## src/rtl/nano_dsi_rx_data.sv

```systemverilog
// D-PHY data lane receiver: LP start-of-transmission detection, HS sync hunt
// and LSB-first byte deserialization with end-of-transmission and error strobes.
module nano_dsi_rx_data #(
    parameter logic [7:0] SYNC_PATTERN = 8'hB8,
    parameter int         SYNC_TIMEOUT = 64
) (
    input  logic       clk,
    input  logic       rst_n,
    input  logic       data_lp_p,
    input  logic       data_lp_n,
    input  logic       data_hs,
    input  logic [7:0] cfg_hs_settle,
    output logic [7:0] rx_data,
    output logic       rx_valid,
    output logic       rx_sot,
    output logic       rx_eot,
    output logic       rx_err,
    output logic       rx_active
);

    localparam int TW = $clog2(SYNC_TIMEOUT + 1);

    typedef enum logic [2:0] {
        ST_WAIT11,
        ST_IDLE,
        ST_LP01,
        ST_SETTLE,
        ST_SYNC,
        ST_DATA
    } state_t;

    state_t        state, state_nx;
    logic [1:0]    lp_meta, lp;
    logic          hs_s;
    logic [7:0]    timer, timer_nx;
    logic [TW-1:0] tmo, tmo_nx;
    logic [7:0]    sr, sr_nx, sr_shift;
    logic [2:0]    bit_cnt, bit_cnt_nx;
    logic [7:0]    data_nx;
    logic          valid_nx, sot_nx, eot_nx, err_nx, active_nx;

    // LP lines are asynchronous and need two flops; HS is already clk-aligned.
    always_ff @(posedge clk or negedge rst_n) begin
        if (!rst_n) begin
            lp_meta <= 2'b00;
            lp      <= 2'b00;
            hs_s    <= 1'b0;
        end else begin
            lp_meta <= {data_lp_p, data_lp_n};
            lp      <= lp_meta;
            hs_s    <= data_hs;
        end
    end

    assign sr_shift = {hs_s, sr[7:1]};

    always_ff @(posedge clk or negedge rst_n) begin
        if (!rst_n) begin
            state     <= ST_WAIT11;
            timer     <= 8'd0;
            tmo       <= '0;
            sr        <= 8'd0;
            bit_cnt   <= 3'd0;
            rx_data   <= 8'd0;
            rx_valid  <= 1'b0;
            rx_sot    <= 1'b0;
            rx_eot    <= 1'b0;
            rx_err    <= 1'b0;
            rx_active <= 1'b0;
        end else begin
            state     <= state_nx;
            timer     <= timer_nx;
            tmo       <= tmo_nx;
            sr        <= sr_nx;
            bit_cnt   <= bit_cnt_nx;
            rx_data   <= data_nx;
            rx_valid  <= valid_nx;
            rx_sot    <= sot_nx;
            rx_eot    <= eot_nx;
            rx_err    <= err_nx;
            rx_active <= active_nx;
        end
    end

    always_comb begin
        state_nx   = state;
        timer_nx   = timer;
        tmo_nx     = tmo;
        sr_nx      = sr;
        bit_cnt_nx = bit_cnt;
        data_nx    = rx_data;
        valid_nx   = 1'b0;
        sot_nx     = 1'b0;
        eot_nx     = 1'b0;
        err_nx     = 1'b0;
        active_nx  = rx_active;

        case (state)
            ST_WAIT11: begin
                if (lp == 2'b11) state_nx = ST_IDLE;
            end
            ST_IDLE: begin
                if (lp == 2'b01) begin
                    state_nx = ST_LP01;
                end else if (lp != 2'b11) begin
                    err_nx   = 1'b1;
                    state_nx = ST_WAIT11;
                end
            end
            ST_LP01: begin
                if (lp == 2'b00) begin
                    state_nx = ST_SETTLE;
                    timer_nx = cfg_hs_settle;
                end else if (lp == 2'b11) begin
                    state_nx = ST_IDLE;
                end else if (lp == 2'b10) begin
                    err_nx   = 1'b1;
                    state_nx = ST_WAIT11;
                end
            end
            ST_SETTLE, ST_SYNC, ST_DATA: begin
                if (lp != 2'b00) begin
                    // A byte completing on the exit cycle is still delivered.
                    eot_nx    = 1'b1;
                    active_nx = 1'b0;
                    if (lp == 2'b11) begin
                        state_nx = ST_IDLE;
                    end else begin
                        err_nx   = 1'b1;
                        state_nx = ST_WAIT11;
                    end
                    if (state == ST_DATA && bit_cnt == 3'd7) begin
                        data_nx  = sr_shift;
                        valid_nx = 1'b1;
                    end
                end else if (state == ST_SETTLE) begin
                    if (timer <= 8'd1) begin
                        state_nx = ST_SYNC;
                        sr_nx    = 8'd0;
                        tmo_nx   = TW'(SYNC_TIMEOUT);
                    end else begin
                        timer_nx = timer - 8'd1;
                    end
                end else if (state == ST_SYNC) begin
                    sr_nx = sr_shift;
                    if (sr_shift == SYNC_PATTERN) begin
                        sot_nx     = 1'b1;
                        active_nx  = 1'b1;
                        bit_cnt_nx = 3'd0;
                        state_nx   = ST_DATA;
                    end else if (tmo <= TW'(1)) begin
                        err_nx   = 1'b1;
                        state_nx = ST_WAIT11;
                    end else begin
                        tmo_nx = tmo - TW'(1);
                    end
                end else begin
                    sr_nx      = sr_shift;
                    bit_cnt_nx = bit_cnt + 3'd1;
                    if (bit_cnt == 3'd7) begin
                        data_nx  = sr_shift;
                        valid_nx = 1'b1;
                    end
                end
            end
            default: state_nx = ST_WAIT11;
        endcase
    end

endmodule
```

## config.mk

```make
export PLATFORM = sky130hd
export DESIGN_NAME = nano_dsi_rx_data
export DESIGN_NICKNAME = d
export VERILOG_FILES = /design/src/rtl/nano_dsi_rx_data.sv
export SDC_FILE = /design/constraint.sdc
export NUM_CORES = 1
export LEC_CHECK = 0
export ABC_CLOCK_PERIOD_IN_PS = 1940
export CORE_MARGIN = 2
export CORE_UTILIZATION = 25
export CTS_CLUSTER_DIAMETER = 80
export CTS_CLUSTER_SIZE = 30
export DETAILED_ROUTE_END_ITERATION = 6
export PLACE_DENSITY = 0.41
export SLEW_MARGIN = 20
export SYNTH_ARGS = -nofsm -noshare
export SYNTH_HDL_FRONTEND = slang
export SYNTH_SLANG_ARGS = --single-unit
```

## constraint.sdc

```tcl
create_clock -name clk -period 1.94 [get_ports clk]
set_clock_uncertainty 0.05 [all_clocks]
set_input_delay 0.388 -clock clk [delete_from_list [all_inputs] [get_ports clk]]
set_output_delay 0.388 -clock clk [all_outputs]
set_load 0.03 [all_outputs]
```

== Yosys cells after proc, flatten, opt, wreduce, memory -nomap -nowiden ==
Index checks and enable logic that the tools add are counted.
Storage, ports and cells
  register bits: 47
  bits of input ports: 13
  logic and storage cells: 128
Cells by class
  add/subtract/negate cells: 3
  magnitude comparators: 2
  eq/ne operators: 28
  muxes and demuxes: 62
  bitwise operators: 2
  reduce and logical (&&, ||, !) cells: 17
Operator list (number)
  2-to-1 mux 8 bit: 11
  2-to-1 mux 3 bit: 14
  2-to-1 mux 7 bit: 5
  2-to-1 mux 1 bit: 29
  inequality test 2 bit, second input constant: 10
  case mux 8 bit (2 select lines): 1
  inequality test 4 bit, second input constant: 3
  case mux 3 bit (4 select lines): 1
  AND reduction 6 bit: 2
  nonzero test 2 bit: 6
  AND reduction 5 bit: 2
  equality test 3 bit, second input constant: 3
  equality test 8 bit, second input constant: 1
  less-or-equal comparator 8 x 1 -> 1 bit, second input constant: 1
  AND reduction 4 bit: 2
  subtractor 8 x 1 -> 8 bit, second input constant: 1
  less-or-equal comparator 7 x 1 -> 1 bit, second input constant: 1
  subtractor 7 x 1 -> 7 bit, second input constant: 1
  equality test 3 x 2 -> 1 bit, second input constant: 2
  inequality test 2 x 1 -> 1 bit, second input constant: 3
  inequality test 5 bit, second input constant: 1
  equality test 2 bit, second input constant: 2
  adder 3 x 1 -> 3 bit, second input constant: 1
  equality test 3 x 1 -> 1 bit, second input constant: 1
  other kinds (9): 10

== Logic depth before layout (Yosys ltp) ==
  depth in word-level cells: 7
  mapped depth: 7
  depth with buffers taken out: 6

== Worst setup path before layout ==
Ideal clock, no wire load.
  path type: register -> register
  start point: reg lp[0]
  end point: reg sr[2]
  library setup time: 0.121 ns
  data arrival time: 1.576 ns
  data required time: 1.769 ns
  path slack: 0.193 ns
  stages on the path, launching flop included: 8
  buffers on the path: 2
  period minus slack after synthesis: 1.747 ns
  cell sequence: dfrtp_1 inv_1 ha_1 clkbuf_1 o21ai_0 or2_1 buf_6 a22o_1
On the way
  longest elaborated chain between the ends: 3
Ends and longest elaborated chain
  start, declared: RTL line 33  | logic [1:0] lp_meta, lp;
  start signal, assigned: RTL line 50  | lp <= lp_meta;
  nonzero test 2 bit: RTL line 122  | if (lp != 2'b00) begin
  NOT 1 bit (no line)
  AND reduction 3 bit (no line)
  end signal, assigned: RTL line 74  | sr <= sr_nx;
  end, declared: RTL line 37  | logic [7:0] sr, sr_nx, sr_shift;
Every way passes these cells.
A chain may end at the register's enable or synchronous reset.

== Worst setup path after layout ==
  start point: reg timer[7]
  end point: reg sr[6]
On the way
  longest elaborated chain between the ends: 3
Ends and longest elaborated chain
  start, declared: RTL line 35  | logic [7:0] timer, timer_nx;
  start signal, assigned: RTL line 72  | timer <= timer_nx;
  less-or-equal comparator 8 x 1 -> 1 bit: RTL line 137  | if (timer <= 8'd1) begin
  inequality test 2 x 1 -> 1 bit (no line)
  AND reduction 3 bit (no line)
Every way passes these cells.

==> reports/metrics.cfg <==
[die]
dieArea_mm2 = 0.0107
fp.dieH_um = 103
coreArea_mm2 = 0.00968
start_util = 0.255
die_x_um = 103
num_rows = 36
pin_count = 26

[yosys]
synthDistinctLibCells = 57
yosys_register_bits = 46
yosys.area_share.simple = 0.151
ys_async_sr_fraction = 1.00
synth_compound_area_frac = 0.237
synth.avg_cell_area_um2 = 10.7
ys_warn_count = 0
synth_flop_cell = dfrtp_1
synth.area.mux_share = 0.0410
syn-num-nets = 255
yosysSeqAreaShare = 0.466
synth_top_family_by_area = compound AO/OA/AOI/OAI gates
synth_cells = 231
synth-adder-area-share = 0.0557
synth_xor_area_frac = 0
syn-cell-area_mm2 = 0.00247
synth_edf_count = 0

[sta]
rsz0062_at_grt = false
setup_viol = 0
fin_worst_hold_slack_ps = 307
hold_viol = 0
finalCriticalPeriod_ps = 1840
setup_tns_ps = 0
post-route-period-util = 0.948
drv_slew = 0
slew_headroom = 0.609
fmax_mhz = 544
worstMarginPinSlew_ps = 583

[place]
io_buffers = 25
dpl.hpwl_mm = 4.47
routabilityCongestion = 0.759

[run]
drv_cap = 0

[route]
wl_per_cell_um = 14.6
drt-vias-per-instance = 4.81
drc = 0
postRouteAntennaNets = 0
wirelength_mm = 6.06
drt_iter0_drc = 81
vias = 1993
drtPass1Iterations = 5

[cells_and_area]
final_nets = 305
final_common_cell = dfrtp_1
fillers = 1004
areaGrowthSynthToFinish_pct = 27.2
final_cell_mix = dfrtp_1, buf_4, clkdlybuf4s50_1
antenna_cells = 0
drive_above_1_share = 0.217

[clocking]
cts_root_buffer = clkbuf_8
cts_tree = yes
cts_sinks = 46
clk_path_buf_depth = 2
ctsHtreeMaxLevel = 2
clock_latency_ps = 300
cts_buffers = 5
clk_pin_slew_ps = 90

[worst_setup_path]
start_kind = register
required_ps = 2080
path_class = reg -> reg
r2r_setup_slack_ps = 100
cp_max_fo = 8
end_kind = register
critPathArrivalTime_ps = 1980

[power_and_ir_drop]
p_per_area_mw_per_mm2 = 830
p_leak_nw = 1.40
peakVddDrop_mv = 0.259
finalPower_mw = 2.61

[global_route]
grt_use_total = 0.122
overflow = 0
grt_pass1_vias = 2015
grt_pass1_wl_mm = 10.2
antenna_found_initial = 0
grt_max_degree = 20

[outcome]
outcome = finished, final reports clean

[worst_hold_path]
min-delay-path-class = reg -> reg

==> power by group <==
| part | total, mW | switching (mW) | leakage (nW) | internal [mW] |
|---|---|---|---|---|
| registers | 1.18 | 0.116 | 0.605 | 1.07 |
| logic | 0.860 | 0.434 | 0.756 | 0.426 |
| clock network | 0.565 | 0.323 | 0.0438 | 0.243 |
==> final cells by class <==
type	instances	area (um2)	share of cell area
multi-input combinational	160	1210	0.385
timing repair buffer	56	493	0.157
tap	133	166	0.0529
clock inverter	2	10.0	0.00318
clock buffer	5	68.8	0.0219
inverter	12	45.0	0.0143
sequential	46	1150	0.366
==> through the flow <==
stage                     instance area (um2)  instances   util  setup WS [ps]
after global placement                   3040        405  0.314           53.4
after detailed placement                 3040        405  0.314           53.7
after global routing                     3140        414  0.325           12.4
final                                    3140        414  0.325            101
after floorplan                          2470        231      -            193
after CTS                                3130        413  0.323           16.7
==> Yosys cell counts (5+ instances only) <==
library cell,number,area share
dfrtp_1,46,0.47
inv_1,12,0.018
o21ai_0,12,0.024
ha_1,11,0.056
nor2_1,11,0.017
a31oi_1,9,0.023
mux2_2,9,0.041
nand2_1,9,0.014
a21oi_1,8,0.016
buf_2,8,0.016
a22o_1,7,0.025
nand3_1,7,0.014
o211ai_1,7,0.021
o2bb2ai_1,6,0.021
a22oi_1,5,0.015
nor2b_1,5,0.013
nor3_1,5,0.010
==> cells by family after synthesis <==
logic type,count (synthesis)
buffers and inverters,25
DFF,46
adders and majority gates,11
AOI/OAI and AO/OA,79
muxes,9
and+or+nand+nor,61
==> worst max-delay path, cell delays in order (launching register included) <==
cell	delay (ps)
dfrtp_1	430
nor4_4	390
a31oi_2	140
buf_4	160
or2_4	250
buf_12	140
a22o_1	170
==> what timing repair did <==
action / in CTS / in global routing
setup endpoints to repair: 0 / 14
hold buffers: 1 / 0
endpoints found under the hold margin: 17 / 0
setup buffers: 0 / 1
resized for setup: 0 / 3
==> sequential cells by signal, summed over array words and instances, names as in the netlist <==
signal,cells
sr,7
timer,8
rx_eot,1
rx_err,1
rx_sot,1
state,3
tmo,7
lp,2
rx_active,1
bit_cnt,3
lp_meta,2
rx_data,8
hs_s,1
rx_valid,1
==> metal layers <==
layer	vias to the layer above	GRT usage	routed length, um
met5	-	0	0
met4	0	0.0354	68
met3	6	0.0235	157
met2	24	0.191	2750
met1	993	0.173	3090
li1	970	-	-
==> path summary, 6_finish.rpt <==
| path | start | to | depth (start not counted) |
|---|---|---|---|
| worst min register to register | lp_meta[1] | lp[1] | 0 |
| worst min-delay path | lp_meta[1] | lp[1] | 0 |
| max in group asynchronous | rst_n | sr[1] | 3 |
| min in group asynchronous | rst_n | timer[7] | 2 |
| worst max register to register | timer[7] | sr[6] | 6 |
| worst max-delay path | timer[7] | sr[6] | 6 |
Note: power is estimated with default switching activity, not from simulation.
